### src/rtl/ps2_key_decoder_if.sv
// Byte handshake between the PS/2 receiver FIFO and the scan-code decoder.
// The receiver (master) presents the FIFO head and status; the decoder
// (slave) pops bytes with the active-low nextdata_n strobe.
interface ps2_key_decoder_if;
  logic [7:0] ps2_data;
  logic       ps2_ready;
  logic       ps2_overflow;
  logic       ps2_nextdata_n;

  modport master (
    output ps2_data,
    output ps2_ready,
    output ps2_overflow,
    input  ps2_nextdata_n
  );

  modport slave (
    input  ps2_data,
    input  ps2_ready,
    input  ps2_overflow,
    output ps2_nextdata_n
  );
endinterface

### src/rtl/ps2_key_decoder.sv
// Set-2 scan-code decoder: pops bytes from the PS/2 receiver FIFO, folds the
// E0 (extended) and F0 (break) prefixes into key events, flags typematic
// repeats of the held key, counts new presses and maps codes to ASCII.
module ps2_key_decoder (
  input  logic                     clock,
  input  logic                     reset,
  ps2_key_decoder_if.slave         rx,
  output logic                     key_valid,
  output logic [7:0]               key_code,
  output logic                     key_ext,
  output logic                     key_release,
  output logic                     key_repeat,
  output logic                     key_held,
  output logic [7:0]               key_ascii,
  output logic [7:0]               press_count,
  output logic                     err
);

  typedef enum logic [1:0] {
    ST_IDLE   = 2'd0,
    ST_POP    = 2'd1,
    ST_SETTLE = 2'd2
  } state_t;

  localparam logic [7:0] CODE_EXT   = 8'hE0;
  localparam logic [7:0] CODE_BREAK = 8'hF0;
  localparam logic [7:0] CODE_PAUSE = 8'hE1;

  state_t     state_q,       state_d;
  logic [7:0] byte_q,        byte_d;
  logic       ext_pend_q,    ext_pend_d;
  logic       brk_pend_q,    brk_pend_d;
  logic       key_valid_q,   key_valid_d;
  logic [7:0] key_code_q,    key_code_d;
  logic       key_ext_q,     key_ext_d;
  logic       key_release_q, key_release_d;
  logic       key_repeat_q,  key_repeat_d;
  logic       key_held_q,    key_held_d;
  logic [7:0] held_code_q,   held_code_d;
  logic       held_ext_q,    held_ext_d;
  logic [7:0] press_count_q, press_count_d;
  logic       err_q,         err_d;
  logic       same_as_held;

  // Set-2 make code to ASCII; unmapped codes give 0x00.
  function automatic logic [7:0] scan_to_ascii(input logic [7:0] code);
    case (code)
      8'h1C: return 8'h41; 8'h32: return 8'h42; 8'h21: return 8'h43;
      8'h23: return 8'h44; 8'h24: return 8'h45; 8'h2B: return 8'h46;
      8'h34: return 8'h47; 8'h33: return 8'h48; 8'h43: return 8'h49;
      8'h3B: return 8'h4A; 8'h42: return 8'h4B; 8'h4B: return 8'h4C;
      8'h3A: return 8'h4D; 8'h31: return 8'h4E; 8'h44: return 8'h4F;
      8'h4D: return 8'h50; 8'h15: return 8'h51; 8'h2D: return 8'h52;
      8'h1B: return 8'h53; 8'h2C: return 8'h54; 8'h3C: return 8'h55;
      8'h2A: return 8'h56; 8'h1D: return 8'h57; 8'h22: return 8'h58;
      8'h35: return 8'h59; 8'h1A: return 8'h5A;
      8'h45: return 8'h30; 8'h16: return 8'h31; 8'h1E: return 8'h32;
      8'h26: return 8'h33; 8'h25: return 8'h34; 8'h2E: return 8'h35;
      8'h36: return 8'h36; 8'h3D: return 8'h37; 8'h3E: return 8'h38;
      8'h46: return 8'h39;
      8'h29: return 8'h20;
      8'h5A: return 8'h0D;
      default: return 8'h00;
    endcase
  endfunction

  assign same_as_held = key_held_q && (held_code_q == byte_q) && (held_ext_q == ext_pend_q);

  // Next-state: pop handshake sequencing, prefix folding and held-key tracking.
  always_comb begin
    // NOTE: every _d starts from its _q (or a pulse default) so no path leaves it unassigned and infers a latch.
    state_d       = state_q;
    byte_d        = byte_q;
    ext_pend_d    = ext_pend_q;
    brk_pend_d    = brk_pend_q;
    key_valid_d   = 1'b0;
    key_code_d    = key_code_q;
    key_ext_d     = key_ext_q;
    key_release_d = key_release_q;
    key_repeat_d  = key_repeat_q;
    key_held_d    = key_held_q;
    held_code_d   = held_code_q;
    held_ext_d    = held_ext_q;
    press_count_d = press_count_q;
    err_d         = err_q | rx.ps2_overflow;

    case (state_q)
      ST_IDLE: begin
        if (rx.ps2_ready) begin
          byte_d  = rx.ps2_data;
          state_d = ST_POP;
        end
      end

      ST_POP: begin
        state_d = ST_SETTLE;
        if (byte_q == CODE_EXT) begin
          ext_pend_d = 1'b1;
        end else if (byte_q == CODE_BREAK) begin
          brk_pend_d = 1'b1;
        end else if (byte_q == CODE_PAUSE) begin
          ext_pend_d = 1'b0;
          brk_pend_d = 1'b0;
        end else begin
          key_valid_d   = 1'b1;
          key_code_d    = byte_q;
          key_ext_d     = ext_pend_q;
          key_release_d = brk_pend_q;
          ext_pend_d    = 1'b0;
          brk_pend_d    = 1'b0;
          if (brk_pend_q) begin
            key_repeat_d = 1'b0;
            if (same_as_held) key_held_d = 1'b0;
          end else if (same_as_held) begin
            key_repeat_d = 1'b1;
          end else begin
            key_repeat_d  = 1'b0;
            key_held_d    = 1'b1;
            held_code_d   = byte_q;
            held_ext_d    = ext_pend_q;
            press_count_d = press_count_q + 8'd1;
          end
        end
      end

      ST_SETTLE: state_d = ST_IDLE;

      default: state_d = ST_IDLE;
    endcase
  end

  // State and output registers; reset drops any half-received prefix.
  always_ff @(posedge clock or posedge reset) begin
    if (reset) begin
      state_q       <= ST_IDLE;
      byte_q        <= 8'h00;
      ext_pend_q    <= 1'b0;
      brk_pend_q    <= 1'b0;
      key_valid_q   <= 1'b0;
      key_code_q    <= 8'h00;
      key_ext_q     <= 1'b0;
      key_release_q <= 1'b0;
      key_repeat_q  <= 1'b0;
      key_held_q    <= 1'b0;
      held_code_q   <= 8'h00;
      held_ext_q    <= 1'b0;
      press_count_q <= 8'h00;
      err_q         <= 1'b0;
    end else begin
      // NOTE: non-blocking updates so every flop samples the pre-edge values computed above.
      state_q       <= state_d;
      byte_q        <= byte_d;
      ext_pend_q    <= ext_pend_d;
      brk_pend_q    <= brk_pend_d;
      key_valid_q   <= key_valid_d;
      key_code_q    <= key_code_d;
      key_ext_q     <= key_ext_d;
      key_release_q <= key_release_d;
      key_repeat_q  <= key_repeat_d;
      key_held_q    <= key_held_d;
      held_code_q   <= held_code_d;
      held_ext_q    <= held_ext_d;
      press_count_q <= press_count_d;
      err_q         <= err_d;
    end
  end

  // Pop strobe is decoded straight from the state so reset releases it at once.
  assign rx.ps2_nextdata_n = (state_q != ST_POP);

  assign key_valid   = key_valid_q;
  assign key_code    = key_code_q;
  assign key_ext     = key_ext_q;
  assign key_release = key_release_q;
  assign key_repeat  = key_repeat_q;
  assign key_held    = key_held_q;
  assign press_count = press_count_q;
  assign err         = err_q;
  assign key_ascii   = key_ext_q ? 8'h00 : scan_to_ascii(key_code_q);

endmodule

### src/flat_wrapper.sv
// flat-port wrapper written by rule: the top's interface ports become plain ports
module ps2_key_decoder_flat 
  (clock, reset, key_valid, key_code, key_ext, key_release, key_repeat, key_held, key_ascii, press_count, err, rx_ps2_data, rx_ps2_ready, rx_ps2_overflow, rx_ps2_nextdata_n);
  ps2_key_decoder_if rx_i ();
  input  logic clock;
  input  logic reset;
  output logic key_valid;
  output logic [7:0] key_code;
  output logic key_ext;
  output logic key_release;
  output logic key_repeat;
  output logic key_held;
  output logic [7:0] key_ascii;
  output logic [7:0] press_count;
  output logic err;
  input wire logic [$bits(rx_i.ps2_data)-1:0] rx_ps2_data;
  input wire logic [$bits(rx_i.ps2_ready)-1:0] rx_ps2_ready;
  input wire logic [$bits(rx_i.ps2_overflow)-1:0] rx_ps2_overflow;
  output wire logic [$bits(rx_i.ps2_nextdata_n)-1:0] rx_ps2_nextdata_n;
  assign rx_i.ps2_data = rx_ps2_data;
  assign rx_i.ps2_ready = rx_ps2_ready;
  assign rx_i.ps2_overflow = rx_ps2_overflow;
  assign rx_ps2_nextdata_n = rx_i.ps2_nextdata_n;
  ps2_key_decoder u_core (.clock(clock), .reset(reset), .rx(rx_i), .key_valid(key_valid), .key_code(key_code), .key_ext(key_ext), .key_release(key_release), .key_repeat(key_repeat), .key_held(key_held), .key_ascii(key_ascii), .press_count(press_count), .err(err));
endmodule
### config.mk
export PLATFORM = sky130hd
export DESIGN_NAME = ps2_key_decoder_flat
export DESIGN_NICKNAME = d
export VERILOG_FILES = /design/src/rtl/ps2_key_decoder_if.sv /design/src/rtl/ps2_key_decoder.sv /design/src/flat_wrapper.sv
export SDC_FILE = /design/constraint.sdc
export NUM_CORES = 1
export LEC_CHECK = 0
export BUFFER_PORTS_ARGS = -buffer_cell sky130_fd_sc_hd__buf_2
export CORE_UTILIZATION = 50
export DETAILED_ROUTE_END_ITERATION = 12
export PLACE_DENSITY_LB_ADDON = 0.25
export SKIP_LAST_GASP = 1
export SLEW_MARGIN = 20
export SYNTH_ARGS = -nofsm -noshare
export SYNTH_HDL_FRONTEND = slang
export SYNTH_SLANG_ARGS = --single-unit
### constraint.sdc
create_clock -name clock -period 1.8 [get_ports clock]
set_input_delay 0.18 -clock clock [delete_from_list [all_inputs] [get_ports clock]]
set_output_delay 0.18 -clock clock [all_outputs]
set_load 0.05 [all_outputs]
==> impl_metrics.prom <==
# TYPE chip_impl_metric gauge
chip_impl_info{name="run_status",value="complete, but fails checks"} 1
chip_impl_info{name="failed_checks",value="negative setup slack"} 1
chip_impl_metric{name="timing_hold_violations_final",unit=""} 0
chip_impl_metric{name="setup_violations",unit=""} 26
chip_impl_info{name="ys_dominant_reg_cell",value="sky130_fd_sc_hd__dfrtp_1"} 1
chip_impl_metric{name="synth_nets",unit=""} 308
chip_impl_metric{name="total_power_divided_by_cell_area",unit="nW/um^2"} 1891
chip_impl_metric{name="vias_per_cell",unit=""} 5.665
chip_impl_info{name="rsz0062_at_grt",value="true"} 1
chip_impl_metric{name="period_needed",unit="ns"} 2.244
chip_impl_info{name="destination_of_the_critical_timing_path",value="key_ascii[6]"} 1
chip_impl_metric{name="place.detailed.hpwl",unit="um"} 5303
chip_impl_metric{name="core_area",unit="um^2"} 5172
chip_impl_info{name="critical_path_start",value="u_core.key_code[1]$_DFFE_PP0P_"} 1
chip_impl_metric{name="count_of_maximum_capacitance_violations",unit=""} 0
chip_impl_metric{name="total_number_of_h_tree_levels",unit=""} 2
chip_impl_info{name="yosysMostFrequentCell",value="sky130_fd_sc_hd__dfrtp_1"} 1
chip_impl_metric{name="grt_first_pass_wirelength",unit="um"} 11780
chip_impl_info{name="worst_setup_path_end_kind",value="primary output"} 1
chip_impl_metric{name="drt_drc_violations_left",unit=""} 0
chip_impl_metric{name="clock_sinks",unit=""} 43
chip_impl_metric{name="drt-initial-drc-count",unit=""} 154
chip_impl_metric{name="route.final.wire_length",unit="um"} 7769
chip_impl_info{name="netlist_top_cells_count",value="sky130_fd_sc_hd__dfrtp_1 (43), sky130_fd_sc_hd__nand2_1 (41), sky130_fd_sc_hd__nand2b_1 (14), sky130_fd_sc_hd__a21oi_1 (13), sky130_fd_sc_hd__mux2_2 (11)"} 1
chip_impl_metric{name="initial_antenna_violation_count",unit=""} 0
chip_impl_metric{name="postSynthCellCount",unit=""} 286
chip_impl_metric{name="sequential_cell_area_fraction_in_the_yosys_report",unit=""} 0.3958
chip_impl_metric{name="synth-edff-count",unit=""} 0
chip_impl_metric{name="io_buffers",unit=""} 41
chip_impl_metric{name="dp_worst_setup_slack",unit="ns"} -0.3009
chip_impl_metric{name="finClkSkew",unit="ns"} 0.01055
chip_impl_metric{name="track_usage",unit=""} 0.2840
chip_impl_metric{name="synth_area",unit="um^2"} 2719
chip_impl_metric{name="gr-total-overflow",unit=""} 0
chip_impl_metric{name="synth_warnings",unit=""} 0
chip_impl_info{name="ys_top_cells_by_area",value="sky130_fd_sc_hd__dfrtp_1 (40%), sky130_fd_sc_hd__nand2_1 (5.7%), sky130_fd_sc_hd__ha_1 (4.6%)"} 1
chip_impl_metric{name="max_slew.worst_pin.slew",unit="ns"} 0.5491
chip_impl_metric{name="drt.antenna.violating_nets",unit=""} 0
chip_impl_metric{name="clk_pin_slew_worst_paths",unit="ns"} 0.08
chip_impl_metric{name="postSynthRegisterBits",unit=""} 43
chip_impl_metric{name="vias_in_the_first_global_route",unit=""} 2448
chip_impl_metric{name="skew_pair_late_insertion_delay",unit="ns"} 0.30
chip_impl_metric{name="finalHoldWorstSlack",unit="ns"} 0.05752
chip_impl_info{name="clockRootBuffer",value="sky130_fd_sc_hd__clkbuf_8"} 1
chip_impl_metric{name="flow.area_growth_from_synthesis",unit="%"} 47.22
chip_impl_metric{name="cts_max_path_buffers",unit=""} 2
chip_impl_metric{name="final_critical_path_setup_slack",unit="ns"} -0.4445
chip_impl_info{name="synth.largest_area_cell",value="sky130_fd_sc_hd__dfrtp_1"} 1
chip_impl_info{name="regToRegEndpoint",value="u_core.held_code_q[5]$_DFFE_PP0P_"} 1
chip_impl_info{name="r2r_start",value="u_core.byte_q[0]$_DFFE_PP0P_"} 1
chip_impl_metric{name="maxSlewHeadroom",unit=""} 0.6334
chip_impl_metric{name="antenna_cells",unit=""} 0
chip_impl_metric{name="utilization",unit=""} 0.7738
chip_impl_metric{name="finalMaxSlewViolations",unit=""} 0
chip_impl_metric{name="critPathArrivalTime",unit="ns"} 2.06
chip_impl_info{name="timing.setup.critical_path_class",value="reg -> out"} 1
chip_impl_metric{name="setup.reg_to_reg.worst_slack",unit="ns"} -0.42
chip_impl_metric{name="syn-mean-instance-area",unit="um^2"} 9.506
chip_impl_metric{name="die_area",unit="um^2"} 5737
chip_impl_metric{name="ys_types",unit=""} 54
chip_impl_metric{name="total_leakage_power",unit="nW"} 1.803
chip_impl_metric{name="num_vias",unit=""} 2572
chip_impl_metric{name="core.rowCount",unit=""} 26
chip_impl_metric{name="place_area",unit="um^2"} 3481
chip_impl_metric{name="worst_ep_required_time",unit="ns"} 1.62
chip_impl_metric{name="crit_fanout",unit=""} 5
chip_impl_info{name="worst_hold_path_type",value="in -> reg"} 1
chip_impl_metric{name="grt_start_max_net_pins",unit=""} 29
chip_impl_metric{name="die_height",unit="um"} 75.74
chip_impl_metric{name="timing.final.crit_share",unit=""} 1.247
chip_impl_metric{name="num-nets-final",unit=""} 405
chip_impl_info{name="clock_tree_from_tritoncts",value="built"} 1
chip_impl_info{name="startpoint_type",value="register"} 1
chip_impl_metric{name="start_util",unit=""} 0.5256
chip_impl_metric{name="numCtsBuffers",unit=""} 5
chip_impl_metric{name="final_area",unit="um^2"} 4003
chip_impl_metric{name="fmax",unit="MHz"} 445.5
chip_impl_metric{name="gp_congestion",unit=""} 0.9003
chip_impl_metric{name="final_layout_size_suffix_gt1_frac",unit=""} 0.5234
chip_impl_metric{name="io-pin-count",unit=""} 43
chip_impl_metric{name="drt_pre_antenna_iters",unit=""} 4
chip_impl_metric{name="yosysTopAreaCellShare",unit=""} 0.3958
chip_impl_metric{name="peakVddDrop",unit="mV"} 1.157
chip_impl_metric{name="async_flop_share",unit=""} 1.000
chip_impl_metric{name="worst-r2r-cell-count",unit=""} 9
chip_impl_metric{name="route.detailed.wl_per_inst",unit="um"} 17.11
chip_impl_metric{name="fp.dieW",unit="um"} 75.74
-- metrics by stage --
stage / TNS, ns / total power, mW / instances
final: -9.032 / 7.567 / 454
after CTS: -7.542 / 7.169 / 456
after detailed placement: -5.985 / 6.076 / 436
after global routing: -10.73 / 7.989 / 454
after floorplan: -3.414 / 4.613 / 286
after global placement: -5.331 / 6.017 / 436
-- cells in the final DEF, fill, tap and decap left out, types with 5 or more instances in the layout --
cell type / count
sky130_fd_sc_hd__a21oi_1: 7
sky130_fd_sc_hd__a21oi_2: 5
sky130_fd_sc_hd__buf_2: 34
sky130_fd_sc_hd__buf_4: 58
sky130_fd_sc_hd__buf_6: 10
sky130_fd_sc_hd__buf_8: 5
sky130_fd_sc_hd__clkbuf_8: 6
sky130_fd_sc_hd__dfrtp_1: 38
sky130_fd_sc_hd__dfrtp_2: 5
sky130_fd_sc_hd__ha_4: 6
sky130_fd_sc_hd__inv_1: 5
sky130_fd_sc_hd__mux2_2: 11
sky130_fd_sc_hd__mux2_4: 6
sky130_fd_sc_hd__nand2_1: 27
sky130_fd_sc_hd__nand2_2: 11
sky130_fd_sc_hd__nand2b_1: 13
sky130_fd_sc_hd__nand4_1: 8
sky130_fd_sc_hd__nor2_1: 8
sky130_fd_sc_hd__nor2b_1: 6
sky130_fd_sc_hd__o21ai_1: 6
sky130_fd_sc_hd__xnor2_1: 6
sky130_fd_sc_hd__xor2_1: 8
-- report_power, final --
group / total, mW / switching [mW] / internal (mW) / leakage, nW
Combinational: 5.25 / 2.99 / 2.26 / 1.23
Clock: 0.621 / 0.312 / 0.309 / 0.0482
Sequential: 1.70 / 0.387 / 1.31 / 0.522
-- worst max-delay path, stage by stage (launching register included) --
cell	delay, ns
sky130_fd_sc_hd__dfrtp_2	0.42
sky130_fd_sc_hd__inv_4	0.07
sky130_fd_sc_hd__buf_12	0.13
sky130_fd_sc_hd__ha_4	0.16
sky130_fd_sc_hd__and2_4	0.17
sky130_fd_sc_hd__buf_4	0.13
sky130_fd_sc_hd__nand4_1	0.09
sky130_fd_sc_hd__o211ai_1	0.11
sky130_fd_sc_hd__o311a_4	0.33
sky130_fd_sc_hd__buf_8	0.15
-- registers in the layout (all words and copies together) (netlist names), 2 cells and up --
name and flops:
u_core.key_code 8, u_core.held_code_q 8, u_core.byte_q 8, u_core.press_count 8
u_core.state_q 2
-- repair_timing --
item,CTS,global route
endpoints found under the setup margin,25,28
resized for setup,50,37
endpoints found under the hold margin,26,0
cloned,0,0
setup buffers,11,2
hold buffers,1,0
pin swaps,22,12
-- worst min-delay path by stage --
stage / start / endpoint / depth (start not counted)
6_report: rx_ps2_overflow / u_core.err$_DFF_PP0_ / 2
5_1_grt: rx_ps2_overflow / u_core.err$_DFF_PP0_ / 2
4_1_cts: rx_ps2_overflow / u_core.err$_DFF_PP0_ / 2
3_5_place_dp: reset / u_core.byte_q[2]$_DFFE_PP0P_ / 2
3_3_place_gp: reset / u_core.byte_q[3]$_DFFE_PP0P_ / 2
2_1_floorplan: rx_ps2_overflow / u_core.err$_DFF_PP0_ / 1
-- final cells by class --
class	instances	area, um^2
multi-input cells	214	1859
clock buffers	7	86.33
clock inverters	1	5.005
inverters	9	38.79
well taps	70	87.58
repair buffers	110	843.3
flip-flops and latches	43	1082
fillers	351	1170
-- logic make-up (layout without fill, tap and decap cells) --
family / count (synthesis) / after routing / share of synthesized area
mux: 22 / 22 / 0.09342
buf+inv: 29 / 127 / 0.05338
flops: 43 / 43 / 0.3958
simple gates: 107 / 107 / 0.2089
xor+xnor: 16 / 16 / 0.05154
fa+ha+maj: 10 / 10 / 0.04602
compound gates: 58 / 58 / 0.1496
other cells: 1 / 1 / 0.001379
-- per-layer routing --
metal,vias to the layer above,track usage,wire [um]
met3,23,0.04233,289
met1,1258,0.3299,3101
met4,0,0.1317,283
met2,88,0.5133,4094
li1,1203,-,-
met5,-,0,0
No activity file was read; power rests on OpenSTA's default activity.
